===== src/rtl/reset_ticker_pkg.sv =====
// Shared constants for the reset ticker: FSM state encoding and parameter defaults.
// Latency: n/a (types and constants only).
// Backpressure: n/a.
package reset_ticker_pkg;

   // Two-state reset sequencer: HOLD keeps the downstream reset asserted.
   typedef enum logic {
      HOLD = 1'b0,
      RUN  = 1'b1
   } state_t;

   localparam int DEF_US_DIV      = 25;    // 25 MHz clk -> 1 us
   localparam int DEF_MS_DIV      = 1000;  // 1000 us -> 1 ms
   localparam int DEF_STRETCH     = 16;    // minimum reset pulse in clk cycles
   localparam int DEF_DEBOUNCE_MS = 10;    // button must be stable this many ms
   localparam int UPTIME_W        = 16;

   // Counter width able to hold 0..n-1, never narrower than one bit.
   function automatic int cnt_w(input int n);
      return (n <= 1) ? 1 : $clog2(n);
   endfunction

endpackage


===== src/rtl/reset_ticker_tick_div.sv =====
// Enabled modulo-DIV counter that pulses tick on its terminal count.
// Latency: tick is combinational from the count register (same cycle as count == DIV-1).
// Backpressure: none; the counter advances on every cycle where en is high.
module tick_div #(
   parameter int DIV   = 25,
   parameter int WIDTH = 5
) (
   input  logic clk,
   input  logic reset,
   input  logic en,
   output logic tick
);

   localparam logic [WIDTH-1:0] LAST = WIDTH'(DIV - 1);

   logic [WIDTH-1:0] cnt;

   // A divide-by-one instance sits permanently on its terminal count, so the
   // pulse is masked while reset is held to keep the reset-time outputs quiet.
   assign tick = en && (cnt == LAST) && !reset;

   // Count 0..DIV-1 on enabled cycles and wrap.
   always_ff @(posedge clk or posedge reset) begin
      if (reset) begin
         cnt <= '0;
      end else if (en) begin
         cnt <= (cnt == LAST) ? '0 : cnt + 1'b1;
      end
   end

endmodule


===== src/rtl/reset_ticker.sv =====
// Reset sequencer with stretched, debounced-button-driven downstream reset plus us/ms ticks and uptime.
// Latency: rst_out asserts asynchronously on reset, deasserts on the STRETCH-th edge; ticks are single-cycle pulses.
// Backpressure: none; free-running timebase, outputs are not flow-controlled.
module reset_ticker
   import reset_ticker_pkg::*;
#(
   parameter int US_DIV      = DEF_US_DIV,
   parameter int MS_DIV      = DEF_MS_DIV,
   parameter int STRETCH     = DEF_STRETCH,
   parameter int DEBOUNCE_MS = DEF_DEBOUNCE_MS
) (
   input  logic                clk,
   input  logic                reset,
   input  logic                btn,
   output logic                rst_out,
   output logic                ready,
   output logic                tick_us,
   output logic                tick_ms,
   output logic [UPTIME_W-1:0] uptime_ms
);

   localparam int US_W = cnt_w(US_DIV);
   localparam int MS_W = cnt_w(MS_DIV);
   localparam int ST_W = cnt_w(STRETCH);
   localparam int DB_W = cnt_w(DEBOUNCE_MS + 1);

   localparam logic [ST_W-1:0] ST_LAST = ST_W'(STRETCH - 1);
   localparam logic [DB_W-1:0] DB_MAX  = DB_W'(DEBOUNCE_MS);

   state_t            state;
   logic [ST_W-1:0]   stretch;
   logic              btn_m;
   logic              btn_s;
   logic [DB_W-1:0]   db_cnt;
   logic              btn_db;
   logic              btn_db_q;
   logic              btn_db_rise;

   // Microsecond divider free-runs; millisecond divider steps once per us tick.
   tick_div #(.DIV(US_DIV), .WIDTH(US_W)) u_us_div (
      .clk   (clk),
      .reset (reset),
      .en    (1'b1),
      .tick  (tick_us)
   );

   tick_div #(.DIV(MS_DIV), .WIDTH(MS_W)) u_ms_div (
      .clk   (clk),
      .reset (reset),
      .en    (tick_us),
      .tick  (tick_ms)
   );

   // Two-flop synchronizer bringing the raw button into the clk domain.
   always_ff @(posedge clk or posedge reset) begin
      if (reset) begin
         btn_m <= 1'b0;
         btn_s <= 1'b0;
      end else begin
         btn_m <= btn;
         btn_s <= btn_m;
      end
   end

   // Debounce: count whole milliseconds of continuous press, saturating at the threshold.
   always_ff @(posedge clk or posedge reset) begin
      if (reset) begin
         db_cnt <= '0;
      end else if (!btn_s) begin
         db_cnt <= '0;
      end else if (tick_ms && (db_cnt != DB_MAX)) begin
         db_cnt <= db_cnt + 1'b1;
      end
   end

   assign btn_db      = (db_cnt == DB_MAX);
   assign btn_db_rise = btn_db && !btn_db_q;

   // Sequencer: stretch reset in HOLD, release into RUN, re-enter HOLD on an accepted press.
   always_ff @(posedge clk or posedge reset) begin
      if (reset) begin
         state     <= HOLD;
         stretch   <= '0;
         rst_out   <= 1'b1;
         ready     <= 1'b0;
         uptime_ms <= '0;
         btn_db_q  <= 1'b0;
      end else begin
         btn_db_q <= btn_db;
         case (state)
            HOLD: begin
               uptime_ms <= '0;
               if (btn_db) begin
                  // A held button keeps restarting the stretch window; this also
                  // covers btn_db arriving on the cycle the window would expire.
                  stretch <= '0;
               end else if (stretch == ST_LAST) begin
                  state   <= RUN;
                  stretch <= '0;
                  rst_out <= 1'b0;
                  ready   <= 1'b1;
               end else begin
                  stretch <= stretch + 1'b1;
               end
            end
            RUN: begin
               if (btn_db_rise) begin
                  state     <= HOLD;
                  stretch   <= '0;
                  rst_out   <= 1'b1;
                  ready     <= 1'b0;
                  uptime_ms <= '0;
               end else if (tick_ms) begin
                  uptime_ms <= uptime_ms + 1'b1;
               end
            end
            default: begin
               state   <= HOLD;
               stretch <= '0;
               rst_out <= 1'b1;
               ready   <= 1'b0;
            end
         endcase
      end
   end

endmodule

===== config.mk =====
export PLATFORM = sky130hd
export DESIGN_NAME = reset_ticker
export DESIGN_NICKNAME = d
export VERILOG_FILES = /design/src/rtl/reset_ticker_pkg.sv /design/src/rtl/reset_ticker_tick_div.sv /design/src/rtl/reset_ticker.sv
export SDC_FILE = /design/constraint.sdc
export NUM_CORES = 1
export LEC_CHECK = 0
export BUFFER_PORTS_ARGS = -buffer_cell sky130_fd_sc_hd__clkbuf_2
export CAP_MARGIN = 30
export CORE_ASPECT_RATIO = 0.7
export CORE_MARGIN = 1.5
export CORE_UTILIZATION = 35
export DETAILED_ROUTE_END_ITERATION = 10
export PLACE_DENSITY = 0.62
export SYNTH_ARGS = -nofsm -noshare
export SYNTH_HDL_FRONTEND = slang
export SYNTH_HIERARCHICAL = 1
export SYNTH_SLANG_ARGS = --single-unit

===== constraint.sdc =====
create_clock -name clk -period 7.8 [get_ports clk]
set_clock_uncertainty 0.05 [all_clocks]
set_input_delay 0.39 -clock clk [delete_from_list [all_inputs] [get_ports clk]]
set_output_delay 0.39 -clock clk [all_outputs]
set_load 0.01 [all_outputs]

# Word level (Yosys, flattened, before mapping)
# Index checks and enable logic that the tools add are counted.
op_classes:
  add_sub_neg: 5
  mul: 0
  div: 0
  n_lt_le_gt_ge: 0
  eq_ne: 10
  shift: 0
  mux: 23
  bitwise_logic: 1
  reduce_logical: 8
op_table:
  columns: ["op", "count"]
  rows:
  - ["16-bit two-way mux", 2]
  - ["16-bit one-hot mux with 2 select lines", 1]
  - ["4-bit two-way mux", 5]
  - ["16-bit by 1-bit adder with 16-bit output (second input constant)", 1]
  - ["10-bit by 1-bit adder with 10-bit output (second input constant)", 1]
  - ["10-bit == test (second input constant)", 1]
  - ["10-bit two-way mux", 1]
  - ["1-bit two-way mux", 9]
  - ["4-bit by 1-bit adder with 4-bit output (second input constant)", 2]
  - ["4-bit == test (second input constant)", 2]
  - ["4-bit one-hot mux with 2 select lines", 1]
  - ["1-bit one-hot mux with 2 select lines", 3]
  - ["5-bit by 1-bit adder with 5-bit output (second input constant)", 1]
  - ["5-bit == test (second input constant)", 1]
  - ["1-bit logical AND", 5]
  - ["5-bit two-way mux", 1]
  - ["2-bit by 1-bit inequality test with 1-bit output (second input constant)", 2]
  - ["2-bit inequality test (second input constant)", 2]
  - ["4-bit inequality test (second input constant)", 1]
  - ["3-bit by 2-bit inequality test with 1-bit output (second input constant)", 1]
  - ["3-bit AND reduction", 1]
  - ["1-bit zero test", 2]
  - ["1-bit inverter", 1]
word_totals:
  ff_bits: 45
  latch_bits: 0
  ramBits: 0
  rom_bits: 0
  input_bits: 3
  output_inout_bits: 20
  word_cells: 58
  n_memories: 0

# Logic depth before layout (Yosys ltp)
# Gate-level depths: netlist (run 1).
logic_depth:
  word_depth: 7
  depth_mapped: 12
  depth_no_buf: 10

# By module
# The synthesis (run 1) kept the hierarchy.
modules_own_cells:
  columns: ["mod", "n_inst", "cells_per_inst", "area_each_um2", "seq_area_each_um2"]
  rows:
  - ["reset_ticker", 1, 150, 1536.5, 752.0]
  - ["tick_div (u_ms_div)", 1, 65, 603.1, 250.2]
  - ["tick_div (u_us_div)", 1, 29, 274.0, 125.1]

# Least setup slack after synthesis (run 1)
# OpenSTA, ideal clock, no wires.
synth_path:
  kind: "register to register"
  start: "register u_us_div.cnt[0]"
  end: "register uptime_ms[14]"
  setup_ns: 0.079
  t_arrival_ns: 2.827
  t_required_ns: 7.671
  slack_ns: 4.844
  stages_incl_launch_ff: 13
  n_path_buf: 2
  period_less_slack_ns: 2.956
  cell_sequence: "dfrtp_1 -> inv_1 -> ha_1 -> nand4_1 -> nor3_1 -> buf_4 -> nand3_1 -> nor4_1 -> and2_1 -> buf_6 -> nand4_2 -> nor4_2 -> mux2i_1"
synth_via:
  elab_chain_cells: 5
synth_rtl:
  columns: ["item", "line_no", "source"]
  rows:
  - ["start: declaration", "reset_ticker_tick_div.sv:16", "logic [WIDTH-1:0] cnt;"]
  - ["start signal: assignment", "reset_ticker_tick_div.sv:27", "cnt <= (cnt == LAST) ? '0 : cnt + 1'b1;"]
  - ["5-bit == test", "reset_ticker_tick_div.sv:20", "assign tick = en && (cnt == LAST) && !reset;"]
  - ["1-bit logical AND", "reset_ticker_tick_div.sv:20", null]
  - ["named net tick_us", "reset_ticker.sv:17", "output logic tick_us,"]
  - ["1-bit logical AND (2 in series)", "reset_ticker_tick_div.sv:20", null]
  - ["named net tick_ms", "reset_ticker.sv:18", "output logic tick_ms,"]
  - ["3-bit by 2-bit inequality test with 1-bit output (no source line)", null, null]
  - ["end signal: assignment", "reset_ticker.sv:114", "uptime_ms <= uptime_ms + 1'b1;"]
  - ["end: declaration", "reset_ticker.sv:19", "output logic [UPTIME_W-1:0] uptime_ms"]
# The timed path passes the listed nets, and every way through them passes these cells.
# A chain may end at the register's enable or synchronous reset.

# Worst setup path after layout (run 1)
layout_path:
  start: "register u_us_div.cnt[0]"
  end: "output port tick_ms"
layout_via:
  elab_chain_cells: 4
layout_rtl:
  columns: ["item", "line_no"]
  rows:
  - ["5-bit == test", "reset_ticker_tick_div.sv:20"]
  - ["1-bit logical AND (3 in series)", "reset_ticker_tick_div.sv:20"]
  - ["end: declaration", "reset_ticker.sv:18"]
# Every way passes these cells.

==> results of run 1 <==
-- layout make-up --
| class | count | area (um^2) |
|---|---|---|
| Clock buffer | 7 | 86.3 |
| Clock inverter | 1 | 30.0 |
| Fill cell | 661 | 4010 |
| Inverter | 16 | 60.1 |
| Multi-Input combinational cell | 173 | 1160 |
| Sequential cell | 45 | 1130 |
| Tap cell | 94 | 118 |
| Timing Repair Buffer | 24 | 128 |
-- state kept, by name, indices dropped and copies added (netlist names) --
name          cells
ready             1
btn_s             1
u_us_div/cnt      5
btn_m             1
u_ms_div/cnt     10
db_cnt            4
state             1
stretch           4
rst_out           1
btn_db_q          1
uptime_ms        16
-- synthesized netlist by cell type (2+ instances only) --
cell type	count	area [um^2]
or4_1	3	22.5
nand3_1	19	95.1
mux2i_1	10	100
buf_4	2	15.0
nand4_2	4	50.1
a22o_1	3	26.3
nor4_1	5	31.3
clkbuf_1	4	15.0
o21ai_0	10	50.1
and3b_1	2	17.5
xor2_1	6	52.6
inv_1	15	56.3
nand4_1	6	37.5
o211ai_1	3	22.5
and3_1	2	12.5
buf_6	2	22.5
nand2b_1	3	18.8
nand2_1	18	67.6
xnor2_1	5	43.8
a21oi_1	13	65.1
nor2_1	14	52.6
nor3_1	7	35.0
nand3b_1	7	52.6
or3_1	6	37.5
ha_1	7	87.6
dfrtp_1	44	1100
-- metrics by stage --
| stage | hold slack [ns] | utilization |
|---|---|---|
| 2_1_floorplan | 0.119 | - |
| 3_3_place_gp | 0.281 | 0.385 |
| 3_5_place_dp | 0.273 | 0.385 |
| 4_1_cts | 0.139 | 0.403 |
| 5_1_grt | 0.134 | 0.403 |
| 6_report | 0.146 | 0.403 |
-- cell families (layout without fill, tap and decap cells) --
logic type / after synthesis / count (layout)
flip-flops: 45 / 45
adder cells (fa/ha/maj): 7 / 7
multiplexers: 10 / 10
XOR/XNOR: 11 / 11
buffers and inverters: 26 / 48
AO/OA/AOI/OAI: 40 / 40
other: 1 / 1
AND/OR/NAND/NOR: 104 / 104
-- power breakdown --
group	total, uW	switching (uW)	internal [uW]
logic	54.7	29.2	25.5
clock network	184	79.7	105
registers	272	21.3	251
total	511	130	381
-- final timing paths --
check                                  endpoint  slack, ns  cells after the start             from
min in group asynchronous       u_us_div/cnt[0]       0.50                      3            reset
worst min-delay path                      btn_m       0.15                      1              btn
max in group asynchronous               rst_out       6.69                      4            reset
worst max-delay path                    tick_ms       3.92                      8  u_us_div/cnt[0]
worst max register to register    uptime_ms[15]       3.94                     10  u_us_div/cnt[0]
worst min register to register            btn_s       0.31                      0            btn_m
-- timing repair --
action	CTS	global route
hold buffers	1	0
buffers inserted	0	0
hold endpoints to repair	5	0
-- layer usage --
| layer | vias to the layer above | wire length (um) | track usage |
|---|---|---|---|
| li1 | 921 | - | - |
| met1 | 896 | 2470 | 0.205 |
| met2 | 46 | 1970 | 0.196 |
| met3 | 10 | 159 | 0.0270 |
| met4 | 0 | 70 | 0.0457 |
| met5 | - | 0 | 0 |
==> qor.yml, run 1 <==
routabilityCongestion: 0.774
finalPower_uw: 511
worstSetupEndpointType: "output port"
drv_slew: 0
synth_top_family_by_area: "simple AND/OR/NAND/NOR gates"
synth.yosys.seq_area_share: 0.467
fin_crit_sh: 0.498
cts_tree: "yes"
critPathArrivalTime_ns: 3.44
syn_nets: 254
relSlewSlack: 0.406
max_stage_delay_ns: 0.70
setup-violations-final: 0
synth_fa_ha_area_frac: 0.0363
io_pins: 23
leakage_uw: 0.00126
vias: 1873
peakVddDrop_uv: 67.4
status: "completed"
area_growth_pct: 12.4
hpwlAfterDp_um: 3320
tightest_slew_ns: 0.884
crit_fanout: 12
place_inst: 351
design_area_um2: 2710
hold_viol: 0
worstSetupPathType: "reg -> out"
syn_area_um2: 2410
track_usage: 0.137
crit_required_ns: 7.36
antenna_cells: 0
synth_area_per_cell_um2: 9.89
synth-simple-area-share: 0.256
cts.sinks: 45
final_common_cell: "dfrtp_1"
syn_inst: 244
antenna_found_initial: 0
synthDistinctLibCells: 50
wl_um: 4670
wl_per_cell_um: 13.0
drive_gt1_frac: 0.150
max_freq_mhz: 258
core_um2: 6730
grt_setup_unrepaired: "no"
cts_buffers: 5
maxCapViolCount: 0
yosys_warnings: 6
worst_slack_ns: 3.92
start_util: 0.359
synth_compound_area_frac: 0.107
drtIter0Drc: 144
fp.dieW_um: 102
synth_mux_area_frac: 0.0415
fp.dieH_um: 72.5
path_buf_inv: 2
cp-start-kind: "register"
dp_worst_setup_slack_ns: 3.99
ys_seq_elements: 45
via_per_inst: 5.20
die_area_um2: 7410
insertion_delay_ns: 0.30
grt_overflow: 0
cts_resized: 0
synthXorXnorAreaFrac: 0.0399
nets: 275
final_cell_mix: "dfrtp_1 (44), clkbuf_2 (22), nand3_1 (19), nand2_1 (18), inv_1 (15)"
setup_tns_ns: 0
htree_num_levels: 2
power.density_nw_per_um2: 188
grt_max_degree: 31
critPathSlowestCell: "nor3_1"
portBuffers: 22
cts_buffer_depth: 2
cts.clk_slew.worst_paths_ns: 0.08
drtPass1Iterations: 4
dpl-instance-area_um2: 2590
drt_drc_violations_left: 0
cp_cell_sequence: "inv_1 > ha_1 > nand4_1 > nor3_1 > nand3_1 > nor4_1 > and2_1 > clkbuf_2"
fp-row-count: 25
min_path_type: "in -> reg"
synth_edf_count: 0
clock-root-buffer: "clkbuf_8"
grt_pass1_vias: 1690
async_flop_share: 1.00
path_delay_family: "simple AND/OR/NAND/NOR gates"
drtAntennaViolNets: 0
period_needed_ns: 3.88
fin_cells: 360
synthFlopType: "dfrtp_1"
grt_pass1_wl_um: 7960
Note: power is estimated with default switching activity, not from simulation.
==> run 2: changes to the inputs <==
- clock period: 7.8 -> 3.8 ns (I/O delays scaled with it)
==> qor.yml, run 2 (synthesized netlist as in run 1, its figures left out) <==
crit_required_ns: 3.98
power.density_nw_per_um2: 383
p_int_uw: 782
min-delay-start: "btn_m"
r2r_end: "uptime_ms[15]"
clock-root-buffer: "clkbuf_8"
p_seq_frac: 0.531
path_delay_family: "simple AND/OR/NAND/NOR gates"
period_needed_ns: 3.00
regMostFlops: "uptime_ms"
routabilityCongestion: 0.809
tightest_slew_ns: 0.708
min_path_type: "reg -> reg"
switchingPower_uw: 272
reg2reg_from: "u_us_div/cnt[0]"
peakVddDrop_uv: 150
start_util: 0.359
vias: 1844
insertion_delay_ns: 0.30
cts_tree: "yes"
cts_buffers: 5
core_um2: 6730
hold_path_depth: 0
min_to: "btn_s"
area_growth_pct: 13.9
drtIter0Drc: 122
setup-violations-final: 0
track_usage: 0.137
worstSetupEndpointType: "register"
ff2ff_path_depth: 11
portBuffers: 22
cp-start-kind: "register"
final_cell_mix: "dfrtp_1 (44), clkbuf_2 (22), nand3_1 (19), nand2_1 (18), inv_1 (15)"
final_common_cell: "dfrtp_1"
grt_overflow: 0
nets: 279
die_area_um2: 7410
hold_buffers: 2
wl_um: 4740
fp-row-count: 25
postCtsSetupBuffers: 0
drv_slew: 0
max_freq_mhz: 334
leakage_uw: 0.00127
grt_pass1_vias: 1661
wl_per_cell_um: 13.0
cts.clk_slew.worst_paths_ns: 0.10
drt_drc_violations_left: 0
hpwlAfterDp_um: 3470
fin_crit_sh: 0.788
grt_max_degree: 31
hold_viol: 0
critPathSlowestCell: "dfrtp_1"
largest_register_ffs: 16
maxCapViolCount: 0
status: "completed"
pwr-share-clk: 0.361
cts_buffer_depth: 2
reg_top3: "uptime_ms x16, u_ms_div/cnt x10, u_us_div/cnt x5"
power_frac_comb: 0.107
htree_num_levels: 2
sw_frac_of_total: 0.258
cpMostUsedCell: "nor4_1"
fp.dieH_um: 72.5
max_stage_delay_ns: 0.42
worstSetupPathType: "reg -> reg"
path_buf_inv: 2
cts_resized: 0
antenna_found_initial: 0
nFillCells: 665
drtPass1Iterations: 4
fp.dieW_um: 102
cp_cell_sequence: "inv_1 > ha_1 > nand4_1 > nor3_1 > buf_4 > nand3_1 > nor4_1 > and2_1 > nand4_4 > nor4_1 > mux2i_1"
io_pins: 23
via_per_inst: 5.07
antenna_cells: 0
grt_pass1_wl_um: 7990
cts.sinks: 45
setup_tns_ns: 0
grt_setup_unrepaired: "no"
drtAntennaViolNets: 0
drive_gt1_frac: 0.163
rrSetupSlack_ns: 0.80
crit_fanout: 9
finalPower_uw: 1050
relSlewSlack: 0.528
critPathArrivalTime_ns: 3.18
run 2: layer usage:
metal	up-vias	track usage	wire length, um
li1	931	-	-
met1	879	0.217	2550
met2	30	0.184	2000
met3	4	0.0289	151
met4	0	0.0381	34
met5	-	0	0
run 2: layout make-up:
class / count / area [um^2] / share of cell area
Timing Repair Buffer: 28 / 160 / 0.0583
Clock inverter: 2 / 37.5 / 0.0137
Multi-Input combinational cell: 173 / 1160 / 0.423
Tap cell: 94 / 118 / 0.0428
Inverter: 16 / 60.1 / 0.0218
Sequential cell: 45 / 1130 / 0.410
Clock buffer: 6 / 82.6 / 0.0300
run 2: worst reg2reg max path, stage by stage (launching register included):
cell and delay [ns]:
dfrtp_1 0.42, inv_1 0.07, ha_1 0.16, nand4_1 0.12, nor3_1 0.20, buf_4 0.20
nand3_1 0.19, nor4_1 0.39, and2_1 0.33, nand4_4 0.20, nor4_1 0.40, mux2i_1 0.22
run 2: stage by stage:
stage | std cells | instance area, um^2 | hold WS (ns) | setup slack, ns | util
floorplan | 244 | 2410 | -0.0815 | 0.844 | -
global placement | 354 | 2610 | 0.0866 | 0.974 | 0.388
detailed placement | 354 | 2610 | 0.0867 | 0.768 | 0.388
CTS | 364 | 2750 | 0.307 | 0.773 | 0.409
global route | 364 | 2750 | 0.323 | 0.411 | 0.409
finish | 364 | 2750 | 0.303 | 0.804 | 0.409
run 2: how the worst max path moves through the flow:
stage	endpoint	slack, ns	start	depth (start not counted)
5_1_grt	uptime_ms[15]	0.41	u_us_div/cnt[0]	11
6_report	uptime_ms[15]	0.80	u_us_div/cnt[0]	11
2_1_floorplan	uptime_ms[14]	0.84	u_us_div/cnt[0]	12
4_1_cts	uptime_ms[15]	0.77	u_us_div/cnt[0]	11
3_3_place_gp	uptime_ms[15]	0.97	u_us_div/cnt[0]	11
3_5_place_dp	uptime_ms[15]	0.77	u_us_div/cnt[0]	11
run 2: power groups by stage:
stage	sequential (uW)	clock, uW	combinational [uW]
after detailed placement	569	0	114
after floorplan	558	0	91.9
final	560	381	113
after global placement	567	0	111
after global routing	566	420	133
after CTS	560	393	116
==> run 3: changes to the inputs <==
- PLACE_DENSITY: 0.62 -> 0.64
- clock period: 3.8 -> 2.7 ns (I/O delays scaled with it)
==> qor.yml, run 3 (synthesized netlist as in run 1, its figures left out) <==
grt_pass1_wl_um: 8390
largest_register_ffs: 16
power_frac_comb: 0.119
nets: 282
path_buf_inv: 1
regMostFlops: "uptime_ms"
routabilityCongestion: 0.794
worstSetupEndpointType: "register"
place_inst: 357
fp.dieH_um: 72.5
status: "completed"
p_int_uw: 985
die_area_um2: 7410
fp-row-count: 25
area_growth_pct: 14.2
drv_slew: 0
cpMostUsedCell: "nor4_2"
grt_max_degree: 31
power.density_nw_per_um2: 490
max_freq_mhz: 404
maxCapViolCount: 0
antenna_found_initial: 0
holdWs_ns: 0.263
portBuffers: 22
clock-root-buffer: "clkbuf_8"
core_um2: 6730
cp-start-kind: "register"
crit_fanout: 9
drt_drc_violations_left: 0
io_pins: 23
track_usage: 0.147
drive_gt1_frac: 0.179
reg_top3: "uptime_ms x16, u_ms_div/cnt x10, u_us_div/cnt x5"
antenna_cells: 0
cts.clk_slew.worst_paths_ns: 0.08
via_per_inst: 5.12
hold_viol: 0
path_delay_family: "simple AND/OR/NAND/NOR gates"
pwr-share-clk: 0.297
drtPass1Iterations: 4
worstSetupPathType: "reg -> reg"
start_util: 0.359
wl_um: 4950
min_path_type: "in -> async"
tightest_slew_ns: 0.722
cp_cell_sequence: "inv_1 > ha_1 > nand4_1 > nor3_2 > nand3_1 > nor4_2 > and2_2 > nand4_4 > nor4_2 > mux2i_1"
crit_required_ns: 2.88
period_needed_ns: 2.48
relSlewSlack: 0.519
cts_buffer_depth: 2
critPathSlowestCell: "dfrtp_1"
setup-violations-final: 0
cts_tree: "yes"
final_cell_mix: "dfrtp_1 (44), clkbuf_2 (22), nand3_1 (19), nand2_1 (18), inv_1 (15)"
vias: 1880
fin_cells: 367
grt_overflow: 0
p_seq_frac: 0.584
peakVddDrop_uv: 174
cts.sinks: 45
switchingPower_uw: 366
grt_pass1_vias: 1746
max_stage_delay_ns: 0.41
fin_crit_sh: 0.917
hpwlAfterDp_um: 3470
critPathArrivalTime_ns: 2.65
insertion_delay_ns: 0.30
leakage_uw: 0.00127
wl_per_cell_um: 13.5
drtAntennaViolNets: 0
final_common_cell: "dfrtp_1"
htree_num_levels: 2
fp.dieW_um: 102
cts_buffers: 5
sw_frac_of_total: 0.271
postCtsSetupBuffers: 0
drtIter0Drc: 54
## run 3: cell count changes in the layout (fill, tap and decap cells not counted), moves of 3 or more
cell / delta
clkbuf_1: +3
nor4_2: +3
nor4_1: -3
buf_4: +3
## run 3: final cells by class
class | count | area, um^2
flip-flops and latches | 45 | 1130
clock buffers | 8 | 80.1
well taps | 94 | 118
repair buffers | 31 | 183
inverters | 16 | 60.1
multi-input cells | 173 | 1190
fillers | 667 | 3970
## run 3: final timing paths
check | slack, ns | start | endpoint | depth (start not counted)
hold / removal | 0.26 | reset | u_us_div/cnt[0] | 3
setup / recovery | 0.22 | u_us_div/cnt[1] | uptime_ms[15] | 10
setup reg to reg | 0.22 | u_us_div/cnt[1] | uptime_ms[15] | 10
max in group asynchronous | 1.83 | reset | rst_out | 4
min in group clk | 0.30 | btn_m | btn_s | 0
hold reg to reg | 0.30 | btn_m | btn_s | 0
## run 3: per-stage QoR
step	util	TNS, ns	setup WS [ns]	area [um^2]	power [uW]
after global routing	0.410	-0.00268	-0.00268	2760	1430
after detailed placement	0.393	0	0.201	2640	961
after floorplan	-	0	0.00566	2430	917
after global placement	0.393	0	0.331	2640	952
after CTS	0.408	0	0.162	2740	1370
final	0.410	0	0.223	2760	1350
## run 3: timing repair
item | CTS | global route
hold endpoints to repair | 45 | 0
endpoints found under the setup margin | 0 | 2
hold buffers | 2 | 0
resized for setup | 0 | 2
## run 3: power groups by stage
stage,Clock (uW),Sequential [uW],Combinational (uW)
after detailed placement,0,800,160
final,401,789,161
after global placement,0,799,153
after global routing,443,797,189
after floorplan,0,787,130
after CTS,420,787,164
## run 3: tightest hold or removal path: cells and delay by family
| kind | cells | cell delay [ns] |
|---|---|---|
| buffers and inverters | 3 | 0.84 |
## run 3: per-layer routing
layer / vias up / track usage / share of wire
met5: - / 0 / 0
met4: 0 / 0.0594 / 0.015
met3: 6 / 0.0328 / 0.032
met2: 26 / 0.208 / 0.44
met1: 910 / 0.215 / 0.51
li1: 938 / - / -
